==> src/rtl/cnt2bcd_pkg.sv <==
// -----------------------------------------------------------------------------
// cnt2bcd_pkg
//   Shared types and constants for the cnt2bcd binary-to-BCD converter.
//   - cnt2bcd_state_t : converter FSM states (IDLE, CONV)
//   - bcd_digit_t     : one packed BCD digit
//   - BCD_ADD_THRESH  : digit value at or above which shift-and-add-3 corrects
//   - BCD_ADD_VAL     : correction added to such a digit before the shift
// -----------------------------------------------------------------------------
package cnt2bcd_pkg;

  typedef enum logic {
    IDLE = 1'b0,
    CONV = 1'b1
  } cnt2bcd_state_t;

  typedef logic [3:0] bcd_digit_t;

  localparam bcd_digit_t BCD_ADD_THRESH = 4'd5;
  localparam bcd_digit_t BCD_ADD_VAL    = 4'd3;

endpackage

==> src/rtl/cnt2bcd_if.sv <==
// -----------------------------------------------------------------------------
// cnt2bcd_if
//   Handshake/data bundle between a requester and the cnt2bcd converter.
//   Parameters IN_W / DIGITS must match the converter instance.
//   Signals:
//     start_i  requester -> converter  conversion request
//     bin_i    requester -> converter  binary value captured with start_i
//     busy_o   converter -> requester  conversion in progress
//     done_o   converter -> requester  1-cycle pulse, bcd_o new and valid
//     bcd_o    converter -> requester  packed BCD, digit 0 in [3:0]
//     blank_o  converter -> requester  leading-zero blank mask
//              (present only when CNT2BCD_BLANK_EN is defined)
//   Modports: master (requester side), slave (converter side).
// -----------------------------------------------------------------------------
interface cnt2bcd_if #(
  parameter int IN_W   = 16,
  parameter int DIGITS = 5
);

  logic                  start_i;
  logic [IN_W-1:0]       bin_i;
  logic                  busy_o;
  logic                  done_o;
  logic [4*DIGITS-1:0]   bcd_o;
`ifdef CNT2BCD_BLANK_EN
  logic [DIGITS-1:0]     blank_o;
`endif

  modport master (
    output start_i,
    output bin_i,
    input  busy_o,
    input  done_o,
`ifdef CNT2BCD_BLANK_EN
    input  blank_o,
`endif
    input  bcd_o
  );

  modport slave (
    input  start_i,
    input  bin_i,
    output busy_o,
    output done_o,
`ifdef CNT2BCD_BLANK_EN
    output blank_o,
`endif
    output bcd_o
  );

endinterface

==> src/rtl/cnt2bcd_bcd_add3.sv <==
// -----------------------------------------------------------------------------
// bcd_add3
//   Combinational shift-and-add-3 digit correction: a digit of 5..9 gets 3
//   added so that the following left shift carries correctly into the next
//   decimal digit. No carry leaves the 4-bit digit.
//   Ports:
//     dig_i  in   4  scratch BCD digit before correction
//     dig_o  out  4  corrected digit
// -----------------------------------------------------------------------------
module bcd_add3
  import cnt2bcd_pkg::*;
(
  input  bcd_digit_t dig_i,
  output bcd_digit_t dig_o
);

  assign dig_o = (dig_i >= BCD_ADD_THRESH) ? dig_i + BCD_ADD_VAL : dig_i;

endmodule

==> src/rtl/cnt2bcd.sv <==
// -----------------------------------------------------------------------------
// cnt2bcd
//   Sequential binary-to-BCD converter (shift-and-add-3), one input bit per
//   clock. A start in IDLE captures bin_i; IN_W cycles later the packed BCD
//   result is registered onto bcd_o with a 1-cycle done_o pulse. The result
//   holds until the next conversion completes. Starts while busy are ignored.
//
//   Parameters:
//     IN_W    binary input width
//     DIGITS  BCD output digits (must satisfy DIGITS >= IN_W*301/1000+1)
//
//   Ports:
//     clk_100MHz_i  in   system clock, rising edge
//     rst_i         in   asynchronous active-high reset
//     bus           slave modport of cnt2bcd_if (start_i, bin_i, busy_o,
//                   done_o, bcd_o, and blank_o when enabled)
//
//   Build option:
//     CNT2BCD_BLANK_EN  when defined, blank_o[i] (i>=1) flags digit i and all
//                       higher digits as zero; blank_o[0] is always 0. The
//                       mask is registered together with bcd_o.
// -----------------------------------------------------------------------------
module cnt2bcd
  import cnt2bcd_pkg::*;
#(
  parameter int IN_W   = 16,
  parameter int DIGITS = 5
) (
  input  logic       clk_100MHz_i,
  input  logic       rst_i,
  cnt2bcd_if.slave   bus
);

  localparam int BCD_W = 4 * DIGITS;
  localparam int CNT_W = $clog2(IN_W + 1);
  localparam int CAT_W = BCD_W + IN_W;

  // Too few digits would let the scratch register overflow silently.
  generate
    if (DIGITS < (IN_W * 301) / 1000 + 1) begin : g_digits_chk
      $error("cnt2bcd: DIGITS too small for IN_W");
    end
  endgenerate

  cnt2bcd_state_t     state_q, state_d;
  logic [IN_W-1:0]    bin_q,   bin_d;
  logic [BCD_W-1:0]   scr_q,   scr_d;
  logic [CNT_W-1:0]   cnt_q,   cnt_d;
  logic [BCD_W-1:0]   bcd_q,   bcd_d;
  logic               done_q,  done_d;
`ifdef CNT2BCD_BLANK_EN
  logic [DIGITS-1:0]  blank_q, blank_d;
  logic [DIGITS-1:0]  blank_nxt;
  logic               upper_zero;
`endif

  // Per-digit add-3 correction of the current scratch value.
  logic [BCD_W-1:0]   scr_add3;

  genvar g;
  generate
    for (g = 0; g < DIGITS; g++) begin : g_add3
      bcd_add3 u_add3 (
        .dig_i (scr_q[4*g +: 4]),
        .dig_o (scr_add3[4*g +: 4])
      );
    end
  endgenerate

  // One conversion step: shift {corrected scratch, binary} left by one, so
  // the binary MSB enters the scratch LSB. The shifted-out top bit is zero
  // whenever DIGITS is large enough.
  logic [CAT_W-1:0]   cat_shift;
  logic [BCD_W-1:0]   scr_shift;
  logic [IN_W-1:0]    bin_shift;

  assign cat_shift = {scr_add3, bin_q} << 1;
  assign scr_shift = cat_shift[CAT_W-1:IN_W];
  assign bin_shift = cat_shift[IN_W-1:0];

`ifdef CNT2BCD_BLANK_EN
  // Walk from the most significant digit down; a digit is blanked while
  // everything above it (and itself) is still zero. Digit 0 always shows.
  always_comb begin
    blank_nxt  = '0;
    upper_zero = 1'b1;
    for (int i = DIGITS - 1; i >= 1; i--) begin
      upper_zero   = upper_zero & (scr_shift[4*i +: 4] == 4'd0);
      blank_nxt[i] = upper_zero;
    end
  end
`endif

  // FSM next-state and datapath next values.
  always_comb begin
    state_d = state_q;
    bin_d   = bin_q;
    scr_d   = scr_q;
    cnt_d   = cnt_q;
    bcd_d   = bcd_q;
    done_d  = 1'b0;
`ifdef CNT2BCD_BLANK_EN
    blank_d = blank_q;
`endif
    case (state_q)
      IDLE: begin
        if (bus.start_i) begin
          state_d = CONV;
          bin_d   = bus.bin_i;
          scr_d   = '0;
          cnt_d   = CNT_W'(IN_W);
        end
      end
      CONV: begin
        bin_d = bin_shift;
        scr_d = scr_shift;
        cnt_d = cnt_q - CNT_W'(1);
        // Last bit: publish the finished scratch straight from the shifter.
        if (cnt_q == CNT_W'(1)) begin
          state_d = IDLE;
          bcd_d   = scr_shift;
          done_d  = 1'b1;
`ifdef CNT2BCD_BLANK_EN
          blank_d = blank_nxt;
`endif
        end
      end
      default: begin
        state_d = IDLE;
      end
    endcase
  end

  always_ff @(posedge clk_100MHz_i or posedge rst_i) begin
    if (rst_i) begin
      state_q <= IDLE;
      bin_q   <= '0;
      scr_q   <= '0;
      cnt_q   <= '0;
      bcd_q   <= '0;
      done_q  <= 1'b0;
`ifdef CNT2BCD_BLANK_EN
      blank_q <= '0;
`endif
    end else begin
      state_q <= state_d;
      bin_q   <= bin_d;
      scr_q   <= scr_d;
      cnt_q   <= cnt_d;
      bcd_q   <= bcd_d;
      done_q  <= done_d;
`ifdef CNT2BCD_BLANK_EN
      blank_q <= blank_d;
`endif
    end
  end

  assign bus.busy_o  = (state_q == CONV);
  assign bus.done_o  = done_q;
  assign bus.bcd_o   = bcd_q;
`ifdef CNT2BCD_BLANK_EN
  assign bus.blank_o = blank_q;
`endif

endmodule

==> src/flat_wrapper.sv <==
// flat-port wrapper written by rule: the top's interface ports become plain ports
module cnt2bcd_flat import cnt2bcd_pkg::*;
#(
  parameter int IN_W   = 16,
  parameter int DIGITS = 5
)
  (clk_100MHz_i, rst_i, bus_start_i, bus_bin_i, bus_busy_o, bus_done_o, bus_bcd_o);
  cnt2bcd_if #(.IN_W(IN_W), .DIGITS(DIGITS)) bus_i ();
  input  logic clk_100MHz_i;
  input  logic rst_i;
  input wire logic [$bits(bus_i.start_i)-1:0] bus_start_i;
  input wire logic [$bits(bus_i.bin_i)-1:0] bus_bin_i;
  output wire logic [$bits(bus_i.busy_o)-1:0] bus_busy_o;
  output wire logic [$bits(bus_i.done_o)-1:0] bus_done_o;
  output wire logic [$bits(bus_i.bcd_o)-1:0] bus_bcd_o;
  assign bus_i.start_i = bus_start_i;
  assign bus_i.bin_i = bus_bin_i;
  assign bus_busy_o = bus_i.busy_o;
  assign bus_done_o = bus_i.done_o;
  assign bus_bcd_o = bus_i.bcd_o;
  cnt2bcd #(.IN_W(IN_W), .DIGITS(DIGITS)) u_core (.clk_100MHz_i(clk_100MHz_i), .rst_i(rst_i), .bus(bus_i));
endmodule
==> config.mk <==
export PLATFORM = sky130hd
export DESIGN_NAME = cnt2bcd_flat
export DESIGN_NICKNAME = d
export VERILOG_FILES = /design/src/rtl/cnt2bcd_pkg.sv /design/src/rtl/cnt2bcd_if.sv /design/src/rtl/cnt2bcd_bcd_add3.sv /design/src/rtl/cnt2bcd.sv /design/src/flat_wrapper.sv
export SDC_FILE = /design/constraint.sdc
export NUM_CORES = 1
export LEC_CHECK = 0
export CAP_MARGIN = 10
export CORE_MARGIN = 2
export CORE_UTILIZATION = 43
export CTS_CLUSTER_DIAMETER = 200
export DETAILED_ROUTE_END_ITERATION = 7
export GPL_ROUTABILITY_DRIVEN = 0
export GPL_TIMING_DRIVEN = 0
export SYNTH_ARGS = -nofsm -noshare
export SYNTH_HDL_FRONTEND = slang
export SYNTH_HIERARCHICAL = 1
export SYNTH_SLANG_ARGS = --single-unit
==> constraint.sdc <==
create_clock -name clk_100MHz_i -period 5.6 [get_ports clk_100MHz_i]
set_input_delay 0.56 -clock clk_100MHz_i [delete_from_list [all_inputs] [get_ports clk_100MHz_i]]
set_output_delay 0.56 -clock clk_100MHz_i [all_outputs]
set_load 0.02 [all_outputs]
==> flow_summary.yaml, run 1 <==
critical_path:
  cpPeakStageDelay_ns: 0.61
  reg2regPathDepth: 6
  critPathKind: "reg2out"
  r2r_end: "u_core/bus.bcd_o[6]"
  crit_buf_inv: 1
  r2r_setup_slack_ns: 3.89
  crit_family: "buffers and inverters"
  crit_path_start_kind: "flip-flop"
  critPathMaxFanout: 2
  cp.required_ns: 5.04
  crit_slowest_cell: "clkdlybuf4s50_1"
  r2r_start: "u_core/cnt_q[1]"
  crit_chain: "clkdlybuf4s50_1"
  cp.arrival_ns: 1.30
  path_depth: 1
  crit_path_end_kind: "primary output"
timing:
  grt_setup_unrepaired: "no"
  clock.fmax_ghz: 0.537
  finalClockSkew_ns: 0.00975
  fin_tns_setup_ns: 0
  setup_violations: 0
  min_period_ns: 1.86
  slew_viol_final: 0
  finalCritPeriodShare_pct: 33.2
  worst_slew_pin_slew_ns: 0.725
  final-hold-violation-count: 0
  relSlewSlack_pct: 51.6
detailed_routing:
  top_layer: "met4"
  drc: 0
  m1WireLength_um: 2890
  drtIter0Drc: 65
  ant_nets: 0
  via_per_inst: 4.89
  wl_met2_um: 2620
  wl_per_cell_um: 13.2
  drt-total-wl_um: 5720
  first_pass_iters: 4
  vias: 2111
  dr_wl_met3_um: 162
yosys:
  syn_area_per_cell_um2: 10.9
  synth_cells: 280
  ys_warn_count: 6
  syn_area_um2: 3060
  syn-num-nets: 311
die:
  core_um2: 6830
  die_w_um: 88.3
  initial_core_util_pct: 44.7
  die_h_um: 88.3
  die_area_um2: 7800
  num_rows: 30
  pin_count: 41
pwr:
  p_leak_uw: 0.00175
  worst_ir_drop_vdd_mv: 0.203
  power_density_nw_per_um2: 587
  switching_share_pct: 36.2
  clkPwrFrac_pct: 19.9
  pwr-share-comb_pct: 44.1
  power_frac_seq_pct: 36.0
  internal_power_uw: 1430
  p_sw_uw: 810
layout:
  finalInstanceArea_um2: 3810
  layout_commonest_cell: "dfrtp_1"
  final_core_util_pct: 55.8
  diodes: 0
  syn_to_final_growth_pct: 24.7
  drive_gt1_share_pct: 14.6
  layout_common_cells: "dfrtp_1, nand2_1, clkdlybuf4s50_1"
  fillers: 633
  nets: 362
place:
  place_area_um2: 3590
  portBuffers: 39
  dp_hpwl_um: 4000
clock_network:
  cts_root_buffer: "clkbuf_8"
  cts_setup_buffers: 0
  clk-insertion-delay-late_ns: 0.34
  cts_hold_buf: 0
  cts.sinks: 63
  clk_pin_slew_ns: 0.06
  cts_tree: "built"
  max-clock-path-buffers: 2
  htree_levels: 3
  cts_resized: 0
  numCtsBuffers: 9
min_path:
  hp-class: "reg2reg"
  hold_depth: 2
  hold_end: "u_core/bin_q[1]"
  min-delay-start: "u_core/bin_q[0]"
job:
  cap_violations: 0
grt:
  first_global_vias: 2021
  overflow: 0
  grt_usage_pct: 16.4
  grt_max_degree: 34
  grt_pass1_wl_um: 9650
  antenna_found_initial: 0
outcome:
  status: "completed"
-- cell type report --
cell class,count,area [µm²],area share [%]
plain buffers,14,78.8,2.07
clock buffers,13,159,4.17
clock inverters,3,65.1,1.71
inverters,13,48.8,1.28
multi-input cells,190,1350,35.5
flip-flops and latches,63,1580,41.4
well taps,96,120,3.15
repair buffers,40,410,10.8
-- worst min-delay path, cell delays in order, from the launching register on --
cell and delay, ns:
dfrtp_1 0.34, nand2_1 0.05, o21ai_0 0.05
-- routing by layer --
layer	up-vias	track usage, %
met5	-	0
met4	0	6.61
met3	5	4.01
met2	30	25.4
met1	1026	22.4
li1	1050	-
-- worst max path at each step --
stage / to / slack, ns / from
3_3_place_gp: u_core/bus.done_o / 2.25 / rst_i
2_1_floorplan: u_core/bin_q[0] / 3.47 / rst_i
4_1_cts: bus_bcd_o[1] / 3.72 / u_core/bus.bcd_o[1]
5_1_grt: bus_bcd_o[8] / 3.69 / u_core/bus.bcd_o[8]
6_report: bus_bcd_o[8] / 3.74 / u_core/bus.bcd_o[8]
3_5_place_dp: u_core/bus.bcd_o[2] / 3.89 / rst_i
-- registers in the layout, indices dropped and copies added (netlist names) --
signal and count:
u_core/bin_q 16, u_core/bus.bcd_o 20, u_core/cnt_q 5, u_core/scr_q 20, u_core/bus.done_o 1, u_core/bus.busy_o 1
-- stage by stage --
stage	instances	power (µW)	hold WS, ns	setup WS, ns
after detailed placement	416	1820	0.472	3.89
final	432	2240	0.480	3.74
after CTS	432	2270	0.490	3.72
after global routing	432	2420	0.504	3.69
after floorplan	280	1500	0.449	3.47
after global placement	415	1780	0.462	2.25
-- power by group through the flow --
stage / sequential [µW] / combinational (µW) / clock [µW]
final: 806 / 985 / 446
after floorplan: 870 / 632 / 0
after detailed placement: 816 / 999 / 0
after global routing: 834 / 1110 / 474
after global placement: 811 / 974 / 0
after CTS: 809 / 1000 / 457
(Power assumes the default switching activity.)
==> run 2, diff against run 1 <==
==> constraint.sdc (replaced) <==
create_clock -name clk_100MHz_i -period 1.8 [get_ports clk_100MHz_i]
set_input_delay 0.18 -clock clk_100MHz_i [delete_from_list [all_inputs] [get_ports clk_100MHz_i]]
set_output_delay 0.18 -clock clk_100MHz_i [all_outputs]
set_load 0.02 [all_outputs]
==> run 2 against run 1 <==
Compared with the run above: non-clock buffer count grew 4; die area is the same; clock skew is essentially flat; clock-buffer cell count is the same; power grew to 3.1 times the previous value; hold slack lost 0.20 ns; wire length grew 2.8%; sequential power grew to 3.1 times the previous value; first-iteration DRC count grew 31%; global-route usage is the same; combinational power grew to 3.2 times the previous value; worst setup slack lost 3.7 ns.
==> flow_summary.yaml, run 2 (same netlist as run 1, synthesis figures left out) <==
outcome:
  status: "completed"
timing:
  clock.fmax_ghz: 0.583
  finalClockSkew_ns: 0.00978
  relSlewSlack_pct: 51.7
  worst_slew_pin_slew_ns: 0.723
  finalCritPeriodShare_pct: 95.3
  setup_violations: 0
  min_period_ns: 1.72
  slew_viol_final: 0
  hold_slack_ns: 0.285
  final-hold-violation-count: 0
  fin_tns_setup_ns: 0
clock_network:
  numCtsBuffers: 9
  max-clock-path-buffers: 2
  htree_levels: 3
  clk-insertion-delay-late_ns: 0.34
  cts_tree: "built"
  cts_root_buffer: "clkbuf_8"
  cts_hold_buf: 0
  cts.sinks: 63
  clk_pin_slew_ns: 0.07
place:
  place_area_um2: 3590
  dp_hpwl_um: 4000
  portBuffers: 39
critical_path:
  r2r_end: "u_core/bus.bcd_o[6]"
  crit_chain: "ha_4 > nand2_2 > nor4_4 > buf_4 > buf_6 > mux2_2"
  critPathMaxFanout: 5
  crit_path_start_kind: "flip-flop"
  cp.required_ns: 2.01
  crit_path_end_kind: "flip-flop"
  reg2regPathDepth: 6
  cp.arrival_ns: 1.93
  crit_slowest_cell: "dfrtp_1"
  critPathKind: "reg2reg"
  r2r_setup_slack_ns: 0.08
  cpPeakStageDelay_ns: 0.45
  r2r_start: "u_core/cnt_q[0]"
grt:
  grt_usage_pct: 16.4
  first_global_vias: 2021
  antenna_found_initial: 0
  overflow: 0
  grt_pass1_wl_um: 9650
  grt_max_degree: 34
detailed_routing:
  ant_nets: 0
  drtIter0Drc: 85
  via_per_inst: 4.87
  drc: 0
  first_pass_iters: 4
  wl_per_cell_um: 13.5
  vias: 2125
  drt-total-wl_um: 5880
min_path:
  hp-class: "in2async"
die:
  num_rows: 30
  core_um2: 6830
  die_h_um: 88.3
  die_area_um2: 7800
  die_w_um: 88.3
  initial_core_util_pct: 44.7
  pin_count: 41
layout:
  diodes: 0
  syn_to_final_growth_pct: 26.2
  layout_commonest_cell: "dfrtp_1"
  nets: 366
  layout_common_cells: "dfrtp_1, nand2_1, clkdlybuf4s50_1"
  drive_gt1_share_pct: 16.5
  finalInstanceArea_um2: 3860
pwr:
  worst_ir_drop_vdd_mv: 0.632
  power_density_nw_per_um2: 1820
  p_leak_uw: 0.00177
job:
  cap_violations: 0
==> run 2: per-stage QoR <==
stage | cells | total power, µW | utilization [%] | setup slack, ns
floorplan | 280 | 4670 | - | 0.0503
global placement | 415 | 5550 | 52.2 | -1.17
detailed placement | 416 | 5650 | 52.5 | 0.0864
CTS | 432 | 7050 | 55.8 | 0.0675
global route | 436 | 7600 | 56.4 | -0.00147
finish | 436 | 7030 | 56.4 | 0.0846
==> run 2: worst max-delay path, delay by kind of cell (launching register included) <==
| kind | cells | cell delay (ns) |
|---|---|---|
| DFF | 1 | 0.45 |
| and+or+nand+nor | 2 | 0.34 |
| muxes | 1 | 0.33 |
| buffers and inverters | 2 | 0.30 |
| adders and majority gates | 1 | 0.17 |
==> run 2: worst max path at each step <==
stage	from	endpoint	cells past startpoint
after global routing	u_core/cnt_q[0]	u_core/bus.bcd_o[8]	6
after floorplan	rst_i	u_core/bin_q[0]	1
after detailed placement	u_core/cnt_q[1]	u_core/bus.bcd_o[15]	6
final	u_core/cnt_q[0]	u_core/bus.bcd_o[6]	6
after global placement	rst_i	u_core/bus.done_o	2
after CTS	u_core/cnt_q[1]	u_core/bus.bcd_o[2]	6
==> run 2: repair_timing <==
item                                   CTS  global route
buffers inserted                         0             3
endpoints found under the hold margin    0             0
setup endpoints to repair                0            18
gates resized for setup                  0             5
==> run 2: layout make-up <==
class                      instances  area [µm²]
timing repair buffer              44         440
buffer                            14        78.8
sequential                        63        1580
fill                             632        2980
clock buffer                      13         159
tap                               96         120
clock inverter                     3        65.1
inverter                          13        48.8
multi-input combinational        190        1370
==> run 2: per-layer routing <==
| metal | share of wire, % | track usage (%) |
|---|---|---|
| met5 | 0 | 0 |
| met4 | 0.75 | 6.61 |
| met3 | 2.8 | 4.01 |
| met2 | 46 | 25.4 |
| met1 | 50 | 22.4 |
==> run 2: report_power, final <==
group / internal [µW] / switching [µW]
Sequential: 2040 / 477
Combinational: 1580 / 1550
Clock: 855 / 532
Total: 4480 / 2550
